--- src/rtl/input_cond_pkg.sv ---
// input_cond_pkg
//   Shared types and helpers for the input conditioner:
//   - start_state_t : start-button FSM states
//   - cnt_w()       : counter width for a modulus-n counter (at least 1 bit)
//   - inactive levels the synchronisers load on reset
package input_cond_pkg;

  typedef enum logic [1:0] {
    S_IDLE  = 2'd0,
    S_PRESS = 2'd1,
    S_HELD  = 2'd2
  } start_state_t;

  // Width that holds values 0..n-1.
  function automatic int cnt_w(input int n);
    return ($clog2(n) < 1) ? 1 : $clog2(n);
  endfunction

  // Raw level of a released start button, given its polarity.
  function automatic logic start_released(input int active_low);
    return (active_low != 0) ? 1'b1 : 1'b0;
  endfunction

  localparam logic CHAVE_INACTIVE = 1'b0;

endpackage

--- src/rtl/input_conditioner_debounce.sv ---
// debounce_cell
//   Synchroniser chain followed by a stability filter for one async bit.
//   A new level is accepted after DEBOUNCE_CYCLES consecutive cycles of
//   disagreement with the current stable level; any agreement clears the run.
// Ports:
//   clk         - system clock
//   rst         - synchronous active-high reset
//   raw         - asynchronous input
//   stable      - debounced level (internal polarity, 1 = active)
//   stable_next - value stable takes at the next edge (lets consumers
//                 register events coincident with the stable change)
module debounce_cell
  import input_cond_pkg::*;
#(
  parameter int   SYNC_STAGES     = 2,
  parameter int   DEBOUNCE_CYCLES = 500000,
  parameter logic SYNC_INIT       = 1'b0,
  parameter logic INVERT          = 1'b0
) (
  input  logic clk,
  input  logic rst,
  input  logic raw,
  output logic stable,
  output logic stable_next
);

  localparam int            CW       = cnt_w(DEBOUNCE_CYCLES);
  localparam logic [CW-1:0] CNT_LAST = CW'(DEBOUNCE_CYCLES - 1);

  logic [SYNC_STAGES-1:0] sync_q;
  logic                   synced;
  logic [CW-1:0]          cnt, cnt_next;

  always_ff @(posedge clk) begin
    if (rst) sync_q <= {SYNC_STAGES{SYNC_INIT}};
    else     sync_q <= {sync_q[SYNC_STAGES-2:0], raw};
  end

  // Polarity is fixed after the last flop so the chain sees the raw pin only.
  assign synced = sync_q[SYNC_STAGES-1] ^ INVERT;

  // Acceptance clears the counter, so it never needs to wrap.
  always_comb begin
    stable_next = stable;
    cnt_next    = '0;
    if (synced != stable) begin
      if (cnt == CNT_LAST) stable_next = synced;
      else                 cnt_next    = cnt + CW'(1);
    end
  end

  always_ff @(posedge clk) begin
    if (rst) begin
      stable <= 1'b0;
      cnt    <= '0;
    end else begin
      stable <= stable_next;
      cnt    <= cnt_next;
    end
  end

endmodule

--- src/rtl/input_conditioner.sv ---
// input_conditioner
//   Synchronises and debounces the start button and the four chave switches
//   feeding the Nios PIO inputs. Everything is in the clk_clk domain.
// Ports:
//   clk_clk       - system clock
//   reset_reset   - synchronous active-high reset
//   start_raw     - async push-button (polarity set by START_ACTIVE_LOW)
//   chave_raw     - async slide switches
//   start_level   - debounced press state, 1 = pressed
//   start_pulse   - one-cycle strobe per accepted press
//   chave_stable  - debounced switches
//   chave_changed - one-cycle strobe when any chave_stable bit changes
//   ready         - high once the initial debounce window has elapsed
module input_conditioner
  import input_cond_pkg::*;
#(
  parameter int SYNC_STAGES      = 2,
  parameter int DEBOUNCE_CYCLES  = 500000,
  parameter int START_ACTIVE_LOW = 1
) (
  input  logic       clk_clk,
  input  logic       reset_reset,
  input  logic       start_raw,
  input  logic [3:0] chave_raw,
  output logic       start_level,
  output logic       start_pulse,
  output logic [3:0] chave_stable,
  output logic       chave_changed,
  output logic       ready
);

  localparam int            RW       = cnt_w(SYNC_STAGES + DEBOUNCE_CYCLES);
  localparam logic [RW-1:0] RDY_LAST = RW'(SYNC_STAGES + DEBOUNCE_CYCLES - 1);

  logic         press_next;
  logic [3:0]   chave_next;
  logic [RW-1:0] rdy_cnt;
  logic         ready_next;
  start_state_t state, state_next;

  // ---- debounce cells -------------------------------------------------
  debounce_cell #(
    .SYNC_STAGES    (SYNC_STAGES),
    .DEBOUNCE_CYCLES(DEBOUNCE_CYCLES),
    .SYNC_INIT      (start_released(START_ACTIVE_LOW)),
    .INVERT         (START_ACTIVE_LOW != 0)
  ) u_start (
    .clk        (clk_clk),
    .rst        (reset_reset),
    .raw        (start_raw),
    .stable     (start_level),
    .stable_next(press_next)
  );

  for (genvar i = 0; i < 4; i++) begin : g_chave
    debounce_cell #(
      .SYNC_STAGES    (SYNC_STAGES),
      .DEBOUNCE_CYCLES(DEBOUNCE_CYCLES),
      .SYNC_INIT      (CHAVE_INACTIVE),
      .INVERT         (1'b0)
    ) u_cell (
      .clk        (clk_clk),
      .rst        (reset_reset),
      .raw        (chave_raw[i]),
      .stable     (chave_stable[i]),
      .stable_next(chave_next[i])
    );
  end

  // ---- ready: first debounce window after reset -----------------------
  assign ready_next = ready | (rdy_cnt == RDY_LAST);

  always_ff @(posedge clk_clk) begin
    if (reset_reset) begin
      rdy_cnt <= '0;
      ready   <= 1'b0;
    end else if (!ready) begin
      rdy_cnt <= rdy_cnt + RW'(1);
      ready   <= ready_next;
    end
  end

  // ---- start FSM ------------------------------------------------------
  // Driven by next-cycle values so S_PRESS lines up with the start_level
  // rise. S_HELD is only left once ready: a button held through reset is
  // accepted on the same edge ready rises and must not count as a press.
  always_ff @(posedge clk_clk) begin
    if (reset_reset) state <= S_HELD;
    else             state <= state_next;
  end

  always_comb begin
    state_next = state;
    case (state)
      S_IDLE:  if (press_next && ready_next)  state_next = S_PRESS;
      S_PRESS:                                state_next = S_HELD;
      S_HELD:  if (!press_next && ready_next) state_next = S_IDLE;
      default:                                state_next = S_HELD;
    endcase
  end

  assign start_pulse = (state == S_PRESS);

  // ---- switch change strobe -------------------------------------------
  // Gated by the registered ready so power-up positions, accepted on the
  // edge ready rises, do not strobe.
  always_ff @(posedge clk_clk) begin
    if (reset_reset) chave_changed <= 1'b0;
    else             chave_changed <= ready && (chave_next != chave_stable);
  end

endmodule

--- config.mk ---
export PLATFORM = sky130hd
export DESIGN_NAME = input_conditioner
export DESIGN_NICKNAME = d
export VERILOG_FILES = /design/src/rtl/input_cond_pkg.sv /design/src/rtl/input_conditioner_debounce.sv /design/src/rtl/input_conditioner.sv
export SDC_FILE = /design/constraint.sdc
export NUM_CORES = 1
export LEC_CHECK = 0
export ABC_AREA = 1
export ABC_CLOCK_PERIOD_IN_PS = 1900
export BUFFER_PORTS_ARGS = -buffer_cell sky130_fd_sc_hd__buf_4
export CAP_MARGIN = 20
export CORE_MARGIN = 8
export CORE_UTILIZATION = 63
export DETAILED_ROUTE_END_ITERATION = 8
export GPL_ROUTABILITY_DRIVEN = 0
export GPL_TIMING_DRIVEN = 0
export PLACE_DENSITY_LB_ADDON = 0.08
export SYNTH_ARGS = -nofsm -noshare
export SYNTH_HDL_FRONTEND = slang
export SYNTH_SLANG_ARGS = --single-unit
--- constraint.sdc ---
create_clock -name clk_clk -period 1.9 [get_ports clk_clk]
set_input_delay 0.19 -clock clk_clk [delete_from_list [all_inputs] [get_ports clk_clk]]
set_output_delay 0.19 -clock clk_clk [all_outputs]
set_load 0.01 [all_outputs]
==> metrics.md, run 1 <==
| Metric | Value |
|---|---|
| IO buf count | 14 |
| Startpoint Class | flip-flop |
| RSZ-0062 raised after global routing | false |
| Die ar. | 13,900 um^2 |
| CP Data Required Time | 2320 ps |
| DR vias | 5,976 |
| Post-synth EDFFs | 0 |
| Sequential share of the synthesized area | 40.7% |
| Setup TNS | 0 ps |
| Final worst path period share | 91.5% |
| Drt wl/cell | 12.8 um |
| CTS max path bufs | 2 |
| Netlist cell types | 36 |
| Slew Limit Fails | 0 |
| Yosys top cell by area | dfxtp_1 |
| Worst-path fanout max | 10 |
| Clock Sinks | 133 |
| CP max stage delay | 420 ps |
| Clock H-tree levels | 4 |
| Critical-path cell list | ha_2 -> nand2_2 -> nor2_2 -> nand3_2 -> nor2_2 -> nand2_2 -> nand3_4 -> buf_6 -> a21oi_1 |
| Initial detailed-routing violation count | 474 |
| Power per cell area | 887 nW/um^2 |
| Gr ovfl total | 0 |
| Cts bufs inserted | 17 |
| CP endpoint kind | flip-flop |
| Wirelength, routed | 14.3 mm |
| Largest net degree at the start of global routing | 17 |
| Post-Syn Instances | 933 |
| P&R area growth vs syn | 15.6% |
| Layout Skew | 5.82 ps |
| Antenna-violating nets left | 0 |
| Mean post-synth cell area | 7.01 um^2 |
| WS Path Type | reg -> reg |
| Worst-Margin Slew | 514 ps |
| Slowest CP cell | dfxtp_1 |
| Synth top area share | 40.7% |
| Post-synth ARST share | 0% |
| Outcome | completed |
| CTS tree | done |
| Aggregate global-route resource usage | 21.1% |
| Synth Cell Area | 6540 um^2 |
| Worst R2R Setup Slack | 160 ps |
| CTS clk-pin slew, worst paths | 60 ps |
| Fmax | 575 MHz |
| Number of diodes | 0 |
| Type of the tightest min-delay check | in -> reg |
| Net Count, Synth | 947 |
| Initial core utilization | 64.2% |
| Iteration count of the initial detailed-routing pass | 6 |
| Max Cap Viol | 0 |
| DIE WIDTH | 118 um |
| Clk root buf | clkbuf_8 |
| Largest cells by area after synthesis | dfxtp_1, nand2_1, nor2_1, inv_1, nand3_1 |
| Final Hold Viols | 0 |
| Ys Warns | 0 |
| Flop and latch count out of synthesis | 133 |
| Setup WS pre-CTS | 145 ps |
| Finished Layout Cells | 1,121 |
| Ratio of cells with drive above 1 in the final layout | 11.9% |
| Final setup violation count | 0 |
| Num ports | 15 |
| Worst vdd ir | 0.873 mV |
| Post-synth top flop | dfxtp_1 |
| DR DRC count | 0 |
| Worst EP arrival | 2160 ps |
| Slew headroom | 65.7% |
| PnR worst setup slack | 162 ps |
| Vias per std cell | 5.33 |
| Final min period | 1740 ps |
| WP buf/inv | 1 |
| Vias in the first global route | 5,716 |
| DP Wirelength | 9.93 mm |
| Static leakage | 2.77 nW |
| Vert. Die Dim | 118 um |
| Cell Rows | 37 |
| First-pass GRT wire length | 24.7 mm |
| Placed Instances | 1,083 |
| Initial antenna violation count | 0 |
| CP top delay family | simple AND/OR/NAND/NOR gates |
| Clk_lat worst skew | 540 ps |
| Core ar. | 10,200 um^2 |
| Top-count cell post-synth | nand2_1 |
| Post-synth top cells | nand2_1, nor2_1, dfxtp_1, inv_1, nand3_1 |
| Hold WS | 387 ps |
| NumNets Final | 986 |
-- layout make-up --
type                            count  area [um^2]
Buffer                             14         98.8
Clock inverter                     14          255
Timing Repair Buffer               20          165
Tap cell                          136          170
Multi-Input combinational cell    662         3320
Fill cell                         792         2620
Clock buffer                       18          428
Sequential cell                   133         2660
Inverter                          124          465
-- tightest hold or removal path, stage by stage --
cell and delay, ps:
dlygate4sd3_1 520, buf_4 90, inv_1 30, nor2_1 60
-- layout by cell type, fill, tap and decap left out, types with 2 or more instances in the layout --
master,count
nand2_1,188
nor2_1,167
dfxtp_1,133
inv_1,119
nand3_1,57
a21oi_1,56
nor3_1,33
nand4_1,28
xor2_1,24
buf_4,22
o21ai_0,19
clkbuf_16,16
or2_2,13
nor2_2,11
xnor2_1,11
nand3_2,9
bufinv_16,7
nand2_2,6
ha_1,6
dlygate4sd3_1,6
nor3_2,5
nor3_4,4
inv_2,4
or2_0,4
nor3b_1,4
clkinv_2,4
nand3b_1,3
clkbuf_1,3
o21ai_1,2
a21oi_2,2
buf_6,2
nor2_4,2
and2_1,2
clkbuf_8,2
clkinv_4,2
-- registers in the layout (all words and copies together) (netlist names) --
signal,cells
g_chave.u_cell.stable,4
chave_changed,1
u_start.sync_q,2
g_chave.u_cell.cnt,76
rdy_cnt,19
g_chave.u_cell.sync_q,8
state,2
ready,1
u_start.stable,1
u_start.cnt,19
-- metal layers --
metal / GRT usage (%) / part of all wire (%) / up-vias
met2: 38.5 / 51 / 156
met1: 22.4 / 42 / 2755
met5: 0 / 0 / -
li1: - / - / 3041
met4: 8.17 / 1.6 / 0
met3: 6.14 / 5.2 / 24
-- cell families after synthesis --
kind of cell    count (synthesis)  synth area share, %
xor+xnor                       35                 4.69
fa+ha+maj                       7                 1.34
simple gates                  539                 38.2
flops                         133                 40.7
buf+inv                       138                 8.62
compound gates                 81                 6.50
-- path summary, 6_finish.rpt --
path / from / endpoint / cells past startpoint
min reg2reg: g_chave[0].u_cell.sync_q[0]$_SDFF_PP0_ / g_chave[0].u_cell.sync_q[1]$_SDFF_PP0_ / 2
max: g_chave[3].u_cell.cnt[0]$_SDFF_PP0_ / g_chave[3].u_cell.cnt[17]$_SDFF_PP0_ / 9
min: chave_raw[0] / g_chave[0].u_cell.sync_q[0]$_SDFF_PP0_ / 4
max reg2reg: g_chave[3].u_cell.cnt[0]$_SDFF_PP0_ / g_chave[3].u_cell.cnt[17]$_SDFF_PP0_ / 9
-- what timing repair did --
action                     in CTS  in global routing
hold buffers                    6                  0
resized for setup               0                  2
setup endpoints to repair       0                  6
buffers inserted                0                  0
hold endpoints to repair        8                  0
-- power breakdown --
group	internal [mW]	leakage, nW	switching, mW
Clock	2.56	0.335	1.22
Combinational	0.0439	1.36	0.0646
Sequential	2.81	1.07	0.0137
-- stage by stage --
step,cell area (um^2),util (%),total power [mW]
detailed placement,6820,66.9,2.98
global placement,6820,66.9,2.97
CTS,7560,74.2,6.74
finish,7570,74.3,6.71
floorplan,6540,-,2.94
global route,7570,74.3,6.91
Power figures use the tool's default switching activity.
==> run 2: changes to the inputs <==
Settings changed: RECOVER_POWER set to 100.
==> run 2 against run 1 <==
  * Final cell count unchanged
  * Cell area is 1.1% lower
  * Hold slack about the same
  * Global-route usage did not move
  * Sequential share of layout area up 0.38 points
  * Power barely moved
  * Highest routed layer unchanged
==> metrics.md, run 2 (same netlist as run 1, synthesis figures left out) <==
| Metric | Value |
|---|---|
| Met3 global-route usage | 6.14% |
| Layout Skew | 6.59 ps |
| Outcome | completed |
| Number of flip-flops under the largest register name | 76 |
| Iteration count of the initial detailed-routing pass | 6 |
| Power per cell area | 896 nW/um^2 |
| Antenna-violating nets left | 0 |
| Worst EP arrival | 2240 ps |
| GRT met1 Usage | 22.4% |
| Num ports | 15 |
| Aggregate global-route resource usage | 21.1% |
| Internal | 5.41 mW |
| DP Wirelength | 9.93 mm |
| Startpoint Class | flip-flop |
| CP Data Required Time | 2330 ps |
| Switch share | 19.4% |
| Cell Rows | 37 |
| Number of diodes | 0 |
| Power share of the combinational group | 1.6% |
| Largest net degree at the start of global routing | 17 |
| Initial detailed-routing violation count | 513 |
| Most frequent cells in the layout | nand2_1, nor2_1, dfxtp_1, inv_1, nand3_1 |
| DR vias | 5,971 |
| WS Path Type | reg -> reg |
| Final setup violation count | 0 |
| First-pass GRT wire length | 24.7 mm |
| Initial core utilization | 64.2% |
| Worst-Margin Slew | 509 ps |
| Clock H-tree levels | 4 |
| P&R area growth vs syn | 14.4% |
| Cts bufs inserted | 17 |
| CP endpoint kind | flip-flop |
| Worst hold stages | 4 |
| Clock Sinks | 133 |
| Clk_lat worst skew | 540 ps |
| Core ar. | 10,200 um^2 |
| Clock power frac | 56.3% |
| Gr busiest metal | met2 |
| Max Cap Viol | 0 |
| CTS tree | done |
| Setup bufs post-CTS | 0 |
| IO buf count | 14 |
| Final worst path period share | 95.3% |
| Setup TNS | 0 ps |
| Die ar. | 13,900 um^2 |
| Met2 GRT Util | 38.5% |
| Initial antenna violation count | 0 |
| Drt wl/cell | 12.8 um |
| CTS clk-pin slew, worst paths | 60 ps |
| Slew headroom | 66.1% |
| Registers with the most flip-flops | g_chave.u_cell.cnt (76), rdy_cnt (19), u_start.cnt (19) |
| Gr ovfl total | 0 |
| Fmax | 552 MHz |
| Wirelength, routed | 14.4 mm |
| Worst-path fanout max | 10 |
| RSZ-0062 raised after global routing | false |
| Commonest non-fill, non-tap cell in the layout | nand2_1 |
| CTS max path bufs | 2 |
| Vias in the first global route | 5,716 |
| Final min period | 1810 ps |
| Reg with most FFs | g_chave.u_cell.cnt |
| DR DRC count | 0 |
| Slew Limit Fails | 0 |
| R2R cell count | 9 |
| Ratio of cells with drive above 1 in the final layout | 9.95% |
| Worst vdd ir | 0.870 mV |
| Static leakage | 2.72 nW |
| Clk root buf | clkbuf_8 |
| Vert. Die Dim | 118 um |
| DIE WIDTH | 118 um |
| Sequential Power Share | 42.1% |
| Final core occ | 73.5% |
| NumNets Final | 986 |
| Type of the tightest min-delay check | in -> reg |
| Net Switching | 1.30 mW |
| Vias per std cell | 5.33 |
| Hold WS | 387 ps |
| Final Hold Viols | 0 |
-- run 2: changes by cell type in the layout (fill, tap and decap cells not counted), moves of 2 or more --
| cell | previous run | this run |
|---|---|---|
| buf_4 | 22 | 13 |
| nor2_1 | 167 | 174 |
| clkbuf_1 | 3 | 9 |
| nor2_2 | 11 | 5 |
| clkbuf_4 | 0 | 3 |
| nand3_1 | 57 | 59 |
| nand3_2 | 9 | 7 |
-- run 2: power groups by stage --
stage	Sequential, mW	Combinational [mW]	Clock, mW
floorplan	2.88	0.0644	0
global placement	2.88	0.0936	0
detailed placement	2.88	0.0978	0
CTS	2.82	0.109	3.81
global route	2.82	0.119	3.96
finish	2.82	0.106	3.78
-- run 2: per-layer routing --
layer | share of wire, % | routed length (um)
met4 | 1.8 | 253
met1 | 43 | 6130
met5 | 0 | 0
met2 | 51 | 7350
met3 | 4.4 | 638
-- run 2: worst max-delay path: stages, from the launching register on --
cell and delay [ps]:
dfxtp_1 420, ha_2 300, nand2_2 80, nor2_2 120, nand3_2 90, nor2_1 200, nand2_2 120, nand3_4 150
buf_6 170, a21oi_1 50
-- run 2: through the flow --
stage	setup WS, ps	std cells	power (mW)	area (um^2)
2_1_floorplan	438	933	2.94	6540
6_report	88.4	1121	6.71	7490
5_1_grt	20.8	1121	6.90	7490
3_3_place_gp	208	1083	2.97	6820
3_5_place_dp	145	1083	2.98	6820
4_1_cts	103	1121	6.74	7560
-- run 2: what timing repair did --
action | 4_1_cts | 5_1_grt
hold buffers | 6 | 0
gates resized for setup | 0 | 2
setup endpoints to repair | 0 | 6
endpoints found under the hold margin | 8 | 0
-- run 2: area by class of cell --
type	instances	area (um^2)
Multi-Input combinational cell	662	3260
Fill cell	813	2700
Sequential cell	133	2660
Inverter	124	465
Clock buffer	18	428
Clock inverter	14	255
Tap cell	136	170
Timing Repair Buffer	20	146
Buffer	14	95.1
-- run 2: worst paths after layout --
path / from / to / slack (ps)
setup / recovery: g_chave[3].u_cell.cnt[0]$_SDFF_PP0_ / g_chave[3].u_cell.cnt[18]$_SDFF_PP0_ / 90
hold / removal: chave_raw[0] / g_chave[0].u_cell.sync_q[0]$_SDFF_PP0_ / 390
setup reg to reg: g_chave[3].u_cell.cnt[0]$_SDFF_PP0_ / g_chave[3].u_cell.cnt[18]$_SDFF_PP0_ / 90
hold reg to reg: g_chave[0].u_cell.sync_q[0]$_SDFF_PP0_ / g_chave[0].u_cell.sync_q[1]$_SDFF_PP0_ / 410
